## config.mk

```make
export PLATFORM = sky130hd
export DESIGN_NAME = om_screen_renderer
export DESIGN_NICKNAME = d
export VERILOG_FILES = /design/src/rtl/om_screen_renderer.sv
export SDC_FILE = /design/constraint.sdc
export NUM_CORES = 1
export LEC_CHECK = 0
export ABC_AREA = 1
export BUFFER_PORTS_ARGS = -buffer_cell sky130_fd_sc_hd__buf_2
export CORE_ASPECT_RATIO = 0.7
export CORE_MARGIN = 4
export CORE_UTILIZATION = 35
export DETAILED_ROUTE_END_ITERATION = 12
export GPL_TIMING_DRIVEN = 0
export SLEW_MARGIN = 20
export SYNTH_ARGS = -nofsm -noshare
export SYNTH_HDL_FRONTEND = slang
export SYNTH_SLANG_ARGS = --single-unit
```

## constraint.sdc

```tcl
create_clock -name clk -period 4.85 [get_ports clk]
set_input_delay 0.2425 -clock clk [delete_from_list [all_inputs] [get_ports clk]]
set_output_delay 0.2425 -clock clk [all_outputs]
set_load 0.1 [all_outputs]
```

## src/rtl/om_screen_renderer.sv

```systemverilog
// rtl/om_screen_renderer.sv - VGA timing, om-to-tile-cache copy in vblank, and tile renderer
module om_screen_renderer #(
    parameter int H_ACTIVE   = 640,
    parameter int H_FP       = 16,
    parameter int H_SYNC     = 96,
    parameter int H_BP       = 48,
    parameter int V_ACTIVE   = 480,
    parameter int V_FP       = 10,
    parameter int V_SYNC     = 2,
    parameter int V_BP       = 33,
    parameter int TILE_SHIFT = 5
) (
    input  logic        clk,
    input  logic        rst_n,
    input  logic        new_state,
    output logic        next_screen,
    output logic [6:0]  address_read_om,
    input  logic [10:0] data_read_om,
    output logic        hsync,
    output logic        vsync,
    output logic [11:0] rgb,
    output logic        busy
);
    localparam logic [9:0] H_LAST   = 10'(H_ACTIVE + H_FP + H_SYNC + H_BP - 1);
    localparam logic [9:0] V_LAST   = 10'(V_ACTIVE + V_FP + V_SYNC + V_BP - 1);
    localparam logic [9:0] HS_START = 10'(H_ACTIVE + H_FP);
    localparam logic [9:0] HS_END   = 10'(H_ACTIVE + H_FP + H_SYNC);
    localparam logic [9:0] VS_START = 10'(V_ACTIVE + V_FP);
    localparam logic [9:0] VS_END   = 10'(V_ACTIVE + V_FP + V_SYNC);
    localparam logic [9:0] H_VIS    = 10'(H_ACTIVE);
    localparam logic [9:0] V_VIS    = 10'(V_ACTIVE);
    localparam logic [9:0] GRID_PX  = 10'(10 << TILE_SHIFT);

    localparam logic [1:0] S_IDLE = 2'd0;
    localparam logic [1:0] S_WAIT = 2'd1;
    localparam logic [1:0] S_COPY = 2'd2;

    logic [9:0]  h_q, h_d, v_q, v_d;
    logic [1:0]  state_q, state_d;
    logic        pending_q, pending_d;
    logic [6:0]  k_q, k_d;
    logic [2:0]  cache_q [0:99];
    logic [2:0]  cache_d [0:99];
    logic        hsync_q, hsync_d, vsync_q, vsync_d;
    logic [11:0] rgb_q, rgb_d;
    logic        vbs, pend_any, in_grid;
    logic [6:0]  tile_idx;
    logic [2:0]  tile;
    logic        unused_om_bits;

    assign unused_om_bits  = ^data_read_om[7:0];
    assign busy            = (state_q == S_COPY);
    assign address_read_om = (state_q == S_COPY && k_q < 7'd100) ? k_q : 7'd0;
    assign hsync           = hsync_q;
    assign vsync           = vsync_q;
    assign rgb             = rgb_q;

    always_comb begin
        h_d = (h_q == H_LAST) ? 10'd0 : h_q + 10'd1;
        v_d = v_q;
        if (h_q == H_LAST) begin
            v_d = (v_q == V_LAST) ? 10'd0 : v_q + 10'd1;
        end
        vbs         = (h_q == 10'd0) && (v_q == V_VIS);
        pend_any    = pending_q | new_state;
        state_d     = state_q;
        k_d         = k_q;
        pending_d   = pend_any;
        next_screen = 1'b0;
        cache_d     = cache_q;
        case (state_q)
            S_IDLE: begin
                if (vbs && pend_any) begin
                    state_d   = S_COPY;
                    k_d       = 7'd0;
                    pending_d = 1'b0;
                end else if (vbs) begin
                    next_screen = 1'b1;
                    state_d     = S_WAIT;
                end
            end
            S_WAIT: begin
                if (pend_any && v_q >= V_VIS) begin
                    state_d   = S_COPY;
                    k_d       = 7'd0;
                    pending_d = 1'b0;
                end
            end
            S_COPY: begin
                // om read data lags its address by one cycle, so cycle k lands entry k-1
                if (k_q != 7'd0) begin
                    cache_d[k_q - 7'd1] = data_read_om[10:8];
                end
                if (k_q == 7'd100) begin
                    state_d = S_IDLE;
                end else begin
                    k_d = k_q + 7'd1;
                end
            end
            default: state_d = S_IDLE;
        endcase
    end

    always_comb begin
        in_grid  = (h_q < GRID_PX) && (v_q < GRID_PX) && (h_q < H_VIS) && (v_q < V_VIS);
        tile_idx = in_grid ? (7'(v_q >> TILE_SHIFT) * 7'd10 + 7'(h_q >> TILE_SHIFT)) : 7'd0;
        tile     = cache_q[tile_idx];
        hsync_d  = !((h_q >= HS_START) && (h_q < HS_END));
        vsync_d  = !((v_q >= VS_START) && (v_q < VS_END));
        case (tile)
            3'd0:    rgb_d = 12'h000;
            3'd1:    rgb_d = 12'hFF0;
            3'd2:    rgb_d = 12'h888;
            3'd3:    rgb_d = 12'h00F;
            3'd4:    rgb_d = 12'h0FF;
            3'd5:    rgb_d = 12'hA50;
            3'd6:    rgb_d = 12'h0F0;
            default: rgb_d = 12'hF0F;
        endcase
        if (!in_grid) begin
            rgb_d = 12'h000;
        end
    end

    always_ff @(posedge clk or negedge rst_n) begin
        if (!rst_n) begin
            h_q       <= 10'd0;
            v_q       <= 10'd0;
            state_q   <= S_IDLE;
            pending_q <= 1'b0;
            k_q       <= 7'd0;
            hsync_q   <= 1'b1;
            vsync_q   <= 1'b1;
            rgb_q     <= 12'h000;
            for (int i = 0; i < 100; i++) begin
                cache_q[i] <= 3'd0;
            end
        end else begin
            h_q       <= h_d;
            v_q       <= v_d;
            state_q   <= state_d;
            pending_q <= pending_d;
            k_q       <= k_d;
            hsync_q   <= hsync_d;
            vsync_q   <= vsync_d;
            rgb_q     <= rgb_d;
            cache_q   <= cache_d;
        end
    end
endmodule

```

==> flow_summary.toml <==
[run_status]
outcome = "completed"

[synth]
syn_avg_cell_area_um2 = 7.72
synth_edf_count = 0
synth_common_cells = "nand2_1, dfrtp_1, nand3_1"
yosys_most_used_dff = "dfrtp_1"
synth_cell_types = 41
async_flop_share = 1.00
synthCells = 2261
synth_top_area_share = 0.485
yosysMostFrequentCell = "nand2_1"
synthesis.area_um2 = 17500
ys_seq_area_frac = 0.488
synth_top_area_cell = "dfrtp_1"
ys_ff_latch = 340
synth_warnings = 0
synth.area.top_cells = "dfrtp_1, nand2_1, nand3_1"
synthesis.nets = 2291

[setup_path]
worstSetupEndpointType = "flop"
cp.arrival_ns = 4.68
critPathKind = "reg -> reg"
crit_chain = "ha_1 > fa_1 > nand2_1 > inv_2 > buf_1 > nand3_1 > nand3_1 > nand3_1 > nand3_1 > nand3_1 > nand2_1 > inv_1 > nand2_1 > nand2_1 > nand2_1 > nand2_1"
crit_fanout = 10
slowest_delay_ns = 0.94
cp-start-kind = "flop"
cpMaxStageDelayCell = "buf_1"
worst_ep_required_time_ns = 5.27
cpMostUsedCell = "nand2_1"

[global_routing]
grt_overflow_total = 0
grt_max_degree = 96
track_usage = 0.244
grt_pass1_wl_um = 98000
first_global_vias = 15299
antenna_found_initial = 0

[finish]
fillCellCount = 5058
synthToLayoutAreaGrowth_pct = 12.9
diodes = 0
num-nets-final = 2362
layout-drive-gt1-share = 0.0797
fin_util = 0.400

[sta]
period_share = 0.878
relSlewSlack = 0.192
setup_viol = 0
clock.fmax_mhz = 235
rsz0062_at_grt = "false"
fin_skew_ns = 0.0209
worstMarginPinSlew_ns = 1.21
finalHoldWorstSlack_ns = 0.277
drv_slew = 0
hold_viol = 0
min_period_ns = 4.26

[cts]
cts_tree = "built"
cts_resized = 0
clk_pin_slew_ns = 0.06
worstSkewPairLatency_ns = 0.55
cts_buffers = 35
cts_num_sinks = 340
clock_path_buffers = 3
cts_setup_buffers = 0
clockRootBuffer = "clkbuf_16"
htreeDepth = 2

[routing]
drcViolationCount = 0
drtAntennaViolNets = 0
dr.pass1.iters = 7
drt-total-wl_um = 65700
via_per_inst = 5.43
wl_per_cell_um = 21.7
dr.first_iter.drc_count = 2253
vias = 16412

[power]
p_total_w = 0.00604
irDropWorstVdd_mv = 0.273
power_density_nw_per_um2 = 307
p_leak_nw = 10.1

[die]
num_rows = 68
start_util = 0.354
dieArea_um2 = 53600
die_h_um = 195
io_pins = 37
die_w_um = 275
core_um2 = 49300

[job]
cap_violations = 0

[placed_design]
hpwl_um = 44600
gp_congestion = 0.990
io_buffers = 28

[worst_hold_path]
min_path_type = "in -> async"
[final cells by class]
cell class,count,area (um^2),area share
flip-flops and latches,340,8510,0.432
multi-input cells,1546,7460,0.379
clock buffers,60,1100,0.0559
inverters,264,996,0.0505
well taps,665,832,0.0422
plain buffers,111,492,0.0250
repair buffers,34,264,0.0134
clock inverters,3,42.5,0.00216
[where the power goes]
group | switching (W) | internal (W)
Clock | 0.00118 | 0.00160
Combinational | 0.000245 | 0.0000756
Sequential | 0.0000416 | 0.00290
Total | 0.00147 | 0.00458
[repair_timing]
action / 4_1_cts / 5_1_grt
hold buffers: 2 / 0
hold endpoints to repair: 65 / 0
setup endpoints to repair: 0 / 0
[sequential cells by signal, summed over array words and instances, names as in the netlist]
name / cells
cache_q: 300
h_q: 10
hsync: 1
k_q: 7
pending_q: 1
rgb: 8
state_q: 2
v_q: 10
vsync: 1
[worst max-delay path: cells and delay by family, from the launching register on]
family / cells / cell delay [ns]
fa+ha+maj: 2 / 0.96
buf+inv: 3 / 1.30
flops: 1 / 0.46
simple gates: 11 / 1.40
[kinds of logic (layout without fill, tap and decap cells)]
group / Yosys count / in the layout / synth area share
DFF: 340 / 340 / 0.488
xor gates and xnor gates: 8 / 8 / 0.00724
and+or+nand+nor: 1156 / 1156 / 0.301
adders and majority gates: 16 / 16 / 0.0123
AOI/OAI and AO/OA: 366 / 366 / 0.107
buffers and inverters: 375 / 472 / 0.0847
[layer usage]
layer | track usage | wire, um | vias up
li1 | - | - | 7453
met1 | 0.368 | 29200 | 7783
met2 | 0.324 | 25200 | 958
met3 | 0.0776 | 8470 | 218
met4 | 0.0864 | 2840 | 0
met5 | 0 | 0 | -
[metrics by stage]
stage	cells	cell area [um^2]	setup TNS (ns)	setup slack [ns]
final	3023	19700	0	0.594
after global placement	2954	18400	-1061.48	-3.20
after detailed placement	2958	18500	0	0.823
after CTS	3023	19700	0	0.812
after global routing	3023	19700	0	0.430
after floorplan	2261	17500	0	0.996
[path summary, 6_finish.rpt]
path	cells after the start	slack, ns	endpoint	startpoint
max	16	0.59	rgb[7]	v_q[5]
min	2	0.28	cache_q[219]	rst_n
max reg2reg	16	0.59	rgb[7]	v_q[5]
min reg2reg	1	0.46	h_q[0]	h_q[0]
max in group asynchronous	3	3.64	cache_q[69]	rst_n
min in group clk	1	0.46	h_q[0]	h_q[0]
[placed cells by master (no fill, tap or decap), drive strengths merged]
cell type and instances:
ha 14, inv 259, dfrtp 338, and2 1, a31oi 3, xnor2 1
clkinvlp 1, dfstp 2, nand3b 46, nand3 288, o21ai 326, o211ai 5
clkbuf 122, o2111ai 2, clkinv 6, nor4 21, nor2 55, nor3 14
a221oi 2, o31ai 1, nand4 6, buf 81, xor2 7, nand2 712
fa 2, o21a 1, or2 10, a211oi 1, o21bai 2, a21oi 23
bufinv 1, dlygate4sd3 2, nor3b 3
Power figures use the tool's default switching activity.
